<file path="config.mk">
export PLATFORM = sky130hd
export DESIGN_NAME = frame_stream_gen
export DESIGN_NICKNAME = d
export VERILOG_FILES = /design/src/rtl/frame_stream_gen.sv
export SDC_FILE = /design/constraint.sdc
export NUM_CORES = 1
export LEC_CHECK = 0
export CORE_MARGIN = 5
export CORE_UTILIZATION = 45
export DETAILED_ROUTE_END_ITERATION = 8
export GPL_TIMING_DRIVEN = 0
export PLACE_DENSITY = 0.72
export SLEW_MARGIN = 10
export SYNTH_ARGS = -nofsm -noshare
export SYNTH_HDL_FRONTEND = slang
export SYNTH_SLANG_ARGS = --single-unit
</file>
<file path="constraint.sdc">
create_clock -name clk -period 1.9 [get_ports clk]
set_input_delay 0.38 -clock clk [delete_from_list [all_inputs] [get_ports clk]]
set_output_delay 0.38 -clock clk [all_outputs]
set_load 0.03 [all_outputs]
</file>
<file path="src/rtl/frame_stream_gen.sv">
// Video-style frame generator: stage-0 blanking/active timing plus a two-register output pipeline
// aligned to a synchronous-read pixel memory. Optional test patterns via FRAME_STREAM_GEN_PATTERN_EN.
module frame_stream_gen #(
    parameter int IMG_W  = 32,
    parameter int IMG_H  = 32,
    parameter int DW     = 8,
    parameter int HBLANK = 4,
    parameter int VBLANK = 16,
    parameter int CW     = 11
) (
    input  logic                               clk,
    input  logic                               rst_n,
    input  logic                               start,
    input  logic                               continuous,
    input  logic                               stop,
    input  logic [1:0]                         pat_sel,
    output logic [$clog2(IMG_W*IMG_H)-1:0]     mem_addr,
    input  logic [DW-1:0]                      mem_rdata,
    output logic                               fs,
    output logic                               hs,
    output logic [DW-1:0]                      data,
    output logic [CW-1:0]                      hang_cnt_out,
    output logic [CW-1:0]                      lie_cnt_out,
    output logic                               busy,
    output logic [15:0]                        frame_cnt
);

    localparam int AW   = $clog2(IMG_W*IMG_H);
    localparam int BMAX = (HBLANK > VBLANK) ? HBLANK : VBLANK;
    localparam int BW   = $clog2(BMAX + 1);
    localparam int CB   = (CW > 3) ? 3 : CW - 1;

    localparam logic [CW-1:0] LAST_COL = CW'(IMG_W - 1);
    localparam logic [CW-1:0] LAST_ROW = CW'(IMG_H - 1);
    localparam logic [BW-1:0] VBL_END  = BW'(VBLANK - 1);
    localparam logic [BW-1:0] HBL_END  = BW'(HBLANK - 1);

    typedef enum logic [1:0] {IDLE, VBL, ACT, HBL} state_t;

    state_t          state_reg;
    logic [CW-1:0]   row_reg;
    logic [CW-1:0]   col_reg;
    logic [BW-1:0]   bcnt_reg;
    logic [AW-1:0]   addr_reg;
    logic [15:0]     frame_cnt_reg;
    logic            stop_pend_reg;

    logic            hs1_reg;
    logic            fs1_reg;
    logic [CW-1:0]   row1_reg;
    logic [CW-1:0]   col1_reg;

    logic            hs2_reg;
    logic            fs2_reg;
    logic [DW-1:0]   data2_reg;
    logic [CW-1:0]   hang2_reg;
    logic [CW-1:0]   lie2_reg;

    logic [DW-1:0]   pix_src;

    // Stage-0 timing generator. The address register simply counts active pixels in
    // row-major order, so it already points at the next row's first pixel during HBL.
    always_ff @(posedge clk or negedge rst_n) begin
        if (!rst_n) begin
            state_reg     <= IDLE;
            row_reg       <= '0;
            col_reg       <= '0;
            bcnt_reg      <= '0;
            addr_reg      <= '0;
            frame_cnt_reg <= '0;
            stop_pend_reg <= 1'b0;
        end else begin
            if (state_reg != IDLE && stop)
                stop_pend_reg <= 1'b1;
            case (state_reg)
                IDLE: begin
                    if (start) begin
                        state_reg <= VBL;
                        bcnt_reg  <= '0;
                    end
                end
                VBL: begin
                    if (bcnt_reg == VBL_END) begin
                        state_reg <= ACT;
                        row_reg   <= '0;
                        col_reg   <= '0;
                        bcnt_reg  <= '0;
                    end else begin
                        bcnt_reg <= bcnt_reg + BW'(1);
                    end
                end
                ACT: begin
                    addr_reg <= addr_reg + AW'(1);
                    if (col_reg == LAST_COL) begin
                        col_reg <= '0;
                        if (row_reg == LAST_ROW) begin
                            frame_cnt_reg <= frame_cnt_reg + 16'd1;
                            addr_reg      <= '0;
                            row_reg       <= '0;
                            // A stop arriving on the very last pixel still ends the run here.
                            if (continuous && !stop_pend_reg && !stop) begin
                                state_reg <= VBL;
                                bcnt_reg  <= '0;
                            end else begin
                                state_reg     <= IDLE;
                                stop_pend_reg <= 1'b0;
                            end
                        end else begin
                            state_reg <= HBL;
                            bcnt_reg  <= '0;
                        end
                    end else begin
                        col_reg <= col_reg + CW'(1);
                    end
                end
                HBL: begin
                    if (bcnt_reg == HBL_END) begin
                        state_reg <= ACT;
                        row_reg   <= row_reg + CW'(1);
                        bcnt_reg  <= '0;
                    end else begin
                        bcnt_reg <= bcnt_reg + BW'(1);
                    end
                end
                default: state_reg <= IDLE;
            endcase
        end
    end

`ifdef FRAME_STREAM_GEN_PATTERN_EN
    always_comb begin
        pix_src = mem_rdata;
        case (pat_sel)
            2'd1:    pix_src = DW'(col1_reg);
            2'd2:    pix_src = DW'(row1_reg);
            2'd3:    pix_src = {DW{row1_reg[CB] ^ col1_reg[CB]}};
            default: pix_src = mem_rdata;
        endcase
    end
`else
    logic [1:0] unused_pat_sel;
    assign unused_pat_sel = pat_sel;
    assign pix_src        = mem_rdata;
`endif

    // Stage 1 waits out the memory read latency; stage 2 captures the pixel with its timing.
    always_ff @(posedge clk or negedge rst_n) begin
        if (!rst_n) begin
            hs1_reg   <= 1'b0;
            fs1_reg   <= 1'b0;
            row1_reg  <= '0;
            col1_reg  <= '0;
            hs2_reg   <= 1'b0;
            fs2_reg   <= 1'b0;
            data2_reg <= '0;
            hang2_reg <= '0;
            lie2_reg  <= '0;
        end else begin
            hs1_reg   <= (state_reg == ACT);
            fs1_reg   <= (state_reg == ACT) || (state_reg == HBL);
            row1_reg  <= row_reg;
            col1_reg  <= col_reg;
            hs2_reg   <= hs1_reg;
            fs2_reg   <= fs1_reg;
            data2_reg <= hs1_reg ? pix_src  : '0;
            hang2_reg <= hs1_reg ? row1_reg : '0;
            lie2_reg  <= hs1_reg ? col1_reg : '0;
        end
    end

    assign mem_addr     = addr_reg;
    assign fs           = fs2_reg;
    assign hs           = hs2_reg;
    assign data         = data2_reg;
    assign hang_cnt_out = hang2_reg;
    assign lie_cnt_out  = lie2_reg;
    assign frame_cnt    = frame_cnt_reg;
    assign busy         = (state_reg != IDLE) | fs1_reg | fs2_reg;

endmodule

</file>
**Yosys cells after proc, flatten, opt, wreduce, memory -nomap -nowiden**

Cells that the tools add are included.
Widths: inputs -> output; s select.

- $add $sub $neg: 5
- Equal/unequal tests: 13
- Multiplexer cells: 31
- Bitwise gates (word level): 2
- Reductions and logical operators: 15

Operators with widths:

| operator | count |
|---|---|
| $mux 11 | 7 |
| $pmux 11 s3 | 1 |
| $mux 5 | 6 |
| $add 11x1->11 const B | 2 |
| $eq 11x5->1 const B | 2 |
| $pmux 11 s2 | 1 |
| $mux 10 | 2 |
| $pmux 5 s4 | 1 |
| $add 16x1->16 const B | 1 |
| $add 10x1->10 const B | 1 |
| $mux 2 | 5 |
| $ne 2x2->1 const B | 5 |
| $mux 8 | 1 |
| $pmux 2 s4 | 1 |
| $mux 1 | 6 |
| $reduce_and 3->1 | 2 |
| $add 5x1->5 const B | 1 |
| $eq 5x2->1 const B | 1 |
| $eq 5x4->1 const B | 1 |
| $reduce_and 5->1 | 1 |
| $eq 2x2->1 const B | 2 |
| $reduce_and 4->1 | 1 |
| $reduce_bool 2->1 | 2 |
| $logic_and 1x1->1 | 3 |
| other kinds (8) | 10 |

- Register bits: 112
- Bits of input ports: 15
- Output and inout port bits: 59
- Logic and storage cells: 82

**Logic depth before layout (Yosys ltp)**

- Word-level depth: 7
- Gate-level depth with buffers: 9
- Gate-level depth less buffers: 9

**Worst setup path before layout**

Ideal clock, no wire load.

- Kind: register to register
- Start: register col_reg[0]
- End: register frame_cnt_reg[12] (netlist: frame_cnt[12])
- Data arrival time: 1.997 ns
- Data required time: 1.820 ns
- Setup slack: -0.177 ns
- Cell stages (with the launch flop): 9
- Buffers on the path: 2
- Period minus slack after synthesis: 2.077 ns
- Cell sequence: dfrtp_1 ha_1 and4_1 buf_4 nand2_2 or4_4 buf_6 nor4_4 xor2_1

- Cells in the longest elaborated chain, start to end: 2

Ends and longest elaborated chain:

| what | line | text |
|---|---|---|
| from (decl) | 42 | `logic [CW-1:0] col_reg;` |
| from (signal assigned) | 113 | `col_reg <= col_reg + CW'(1);` |
| $eq 11x5->1 | 94 | `if (col_reg == LAST_COL) begin` |
| $reduce_and 3->1 (no source line) | -- |  |
| to (signal assigned) | 97 | `frame_cnt_reg <= frame_cnt_reg + 16'd1;` |
| to (decl) | 45 | `logic [15:0] frame_cnt_reg;` |

No other way between the ends.
A chain may end at the register's enable or synchronous reset.

**Worst setup path in the final report**

- Start: register col_reg[0]
- End: register frame_cnt_reg[9] (netlist: frame_cnt[9])

Same word-level chain as after synthesis.

==> summary.md <==
| Metric | Value |
|---|---|
| Pleak | `3.17 nW` |
| Grt met2 use | `26.7%` |
| Synth top area cells | `dfrtp_1, and2_1, o21ai_0` |
| FFs w/ async S/R, synth | `100%` |
| Via count | `3,441` |
| Layout cells sized above 1 | `19.4%` |
| All-Layer GR Usage | `16.1%` |
| Most numerous cell in the Yosys netlist | `dfrtp_1` |
| RSZ-0062 raised after global routing | `yes` |
| FF-to-FF Start | `col_reg[0]` |
| P&R area growth vs syn | `35.6%` |
| Post-Syn Area | `4560 um^2` |
| Critical Path RT | `2.18 ns` |
| Layout Utilization | `63.0%` |
| Pint | `3.99 mW` |
| Worst hold stages | `0` |
| Design Area, Final | `6180 um^2` |
| # IOs | `74` |
| First-pass GRT wire length | `16,600 um` |
| Post-Place Cells | `608` |
| Synth Warn # | `0` |
| Clk sinks | `112` |
| Antenna-violating nets left | `0` |
| Critical Path End Type | `register` |
| Starting Density | `46.4%` |
| Post-synth top cells | `dfrtp_1, nand2_1, o21ai_0, and2_1, nor2_1` |
| Post-synthesis adder-cell area fraction | `1.92%` |
| Hold_sp | `fs1_reg` |
| #FFs+latches synth | `112` |
| Largest net degree at the start of global routing | `85` |
| Status | `finished with violations` |
| Final Hold Viols | `0` |
| Site Rows | `36` |
| Post-synth top flop | `dfrtp_1` |
| Placed Area | `5530 um^2` |
| Non-filler cells, final | `653` |
| Post-DP HPWL | `6300 um` |
| DRT Wirelength | `9700 um` |
| CTS tree | `yes` |
| Mux cell area share after synthesis | `0.466%` |
| Root Driver | `clkbuf_8` |
| Nets | `537` |
| WL/cell | `14.9 um` |
| Core area | `9820 um^2` |
| Iter 0 DRT Violations | `137` |
| Most used routing layer in global routing | `met2` |
| Failing checks | `negative setup slack` |
| Vias per cell | `5.27` |
| Final Cycle Share | `109%` |
| Layout Skew | `0.0191 ns` |
| Pwr Total | `6.12 mW` |
| Number of global-route vias before repair | `3,524` |
| Simple-Gate Fraction of Synth Area | `20.2%` |
| Cells after synthesis | `403` |
| Path category of the worst min-delay check | `register to register` |
| Worst Path Class, Setup | `register to register` |
| Clock power frac | `22.8%` |
| Net Sw Power | `2.13 mW` |
| M1 GR Usage | `20.9%` |
| Met3 Use GR | `3.88%` |
| CP max FO | `5` |
| Max-Cap Viols | `0` |
| Max-slew headroom at the worst pin | `61.0%` |
| Sw Ratio | `34.8%` |
| Combinational family with the most area after synthesis | `simple AND/OR/NAND/NOR gates` |
| Post-synthesis sequential area ratio | `61.5%` |
| Crit path launch | `col_reg[0]` |
| Pins Over Slew Limit | `0` |
| Compound-cell area share of the yosys netlist | `10.2%` |
| Pre-CTS WS | `-0.361 ns` |
| CP Launch Type | `register` |
| Crit path time final | `2.07 ns` |
| Total grt overflow | `0` |
| DRC Markers | `0` |
| Longest Clk Path Bufs | `2` |
| Fin worst setup slack | `-0.168 ns` |
| Synth Area in XOR/XNOR | `3.65%` |
| Setup violators final | `14` |
| Number of synthesized flops with an enable pin | `0` |
| Ant. Diodes | `0` |
| Syn Nets | `425` |
| Placer Congestion | `0.809` |
| Reg2reg end | `frame_cnt[9]` |
| Reg2reg path depth | `8` |
| Die area | `12,200 um^2` |
| Hold Path End | `fs` |
| I/O Buffers | `71` |
| Flop pwr share | `46.8%` |
| Avg Inst Size Synth | `11.3 um^2` |
| Largest register FFs | `16` |
| Worst skew pair latency | `0.37 ns` |
| Yosys top cell by area | `dfrtp_1` |
| Max Fclk | `483 MHz` |
| Slew @ Worst Pin | `0.583 ns` |
| Initial DRT Pass Iterations | `7` |
| Number of distinct library cells after synthesis | `47` |
| Worst path arrival time | `2.35 ns` |
| CTS buffer count | `9` |
| Number of H-tree levels | `3` |
| Die W | `111 um` |
| Synth top area share | `61.5%` |
| PD cells | `990 nW/um^2` |
| Worst R2R Setup Slack | `-0.17 ns` |
| VDD IR max | `0.519 mV` |
| Clock slew at reported path FFs | `0.12 ns` |
| Initial antenna violation count | `0` |
| Gate power share | `30.4%` |
| Die Ht | `111 um` |
-- how the worst max path moves through the flow --
stage               slack (ns)             to  cells past startpoint
global route             -0.22   frame_cnt[9]                      6
finish                   -0.17   frame_cnt[9]                      8
global placement         -3.67   frame_cnt[6]                      1
detailed placement       -0.36     row_reg[6]                      7
floorplan               0.0007  frame_cnt[13]                      5
CTS                      -0.13  frame_cnt[12]                      8
-- stage by stage --
step | hold WS, ns | setup TNS (ns)
finish | 0.394 | -1.09
global route | 0.409 | -3.86
CTS | 0.398 | -1.04
detailed placement | 0.263 | -10.01
global placement | 0.354 | -418.42
floorplan | 0.0844 | 0
-- layout make-up --
class / count / area [um^2]
fillers: 816 / 3640
clock buffers: 10 / 138
clock inverters: 6 / 57.6
multi-input cells: 270 / 1850
repair buffers: 102 / 1010
well taps: 133 / 166
flip-flops and latches: 112 / 2810
inverters: 7 / 27.5
plain buffers: 13 / 121
-- worst max-delay path, stage by stage, from the launching register on --
cell	delay [ns]
dfrtp_1	0.41
ha_4	0.16
and4_1	0.18
buf_6	0.11
nand2_4	0.04
or4_4	0.55
buf_12	0.17
nor3_2	0.17
xor2_1	0.19
-- power by group through the flow --
| stage | logic [mW] | registers (mW) | clock network, mW |
|---|---|---|---|
| final | 1.86 | 2.87 | 1.40 |
| after global routing | 2.07 | 2.90 | 1.54 |
| after CTS | 1.76 | 2.86 | 1.43 |
| after detailed placement | 1.52 | 2.91 | 0 |
| after global placement | 1.46 | 2.90 | 0 |
| after floorplan | 0.784 | 3.06 | 0 |
-- routing by layer --
metal | part of all wire [%] | vias to the layer above
met3 | 6.3 | 8
met5 | 0 | -
met2 | 49 | 120
met1 | 44 | 1671
met4 | 1.0 | 0
li1 | - | 1642
-- cells in the final DEF, fill, tap and decap left out, types with 13 or more instances in the layout --
master	count
and2_1	32
buf_4	28
clkdlybuf4s50_1	48
dfrtp_1	106
dlymetal6s2s_1	14
nand2_1	36
nand4_1	13
nor2_1	29
o21ai_0	32
xor2_1	15
-- logic make-up after synthesis --
| kind of cell | after synthesis |
|---|---|
| and+or+nand+nor | 165 |
| DFF | 112 |
| AOI/OAI and AO/OA | 77 |
| buffers and inverters | 21 |
| xor gates and xnor gates | 19 |
| adders and majority gates | 7 |
| muxes | 2 |
-- what timing repair did --
action,in CTS,in global routing
hold buffers,1,0
pin swaps,20,7
hold endpoints to repair,28,0
setup buffers,17,11
setup endpoints to repair,54,52
gates resized for setup,52,31
cloned,1,0
No activity file was read; power rests on OpenSTA's default activity.
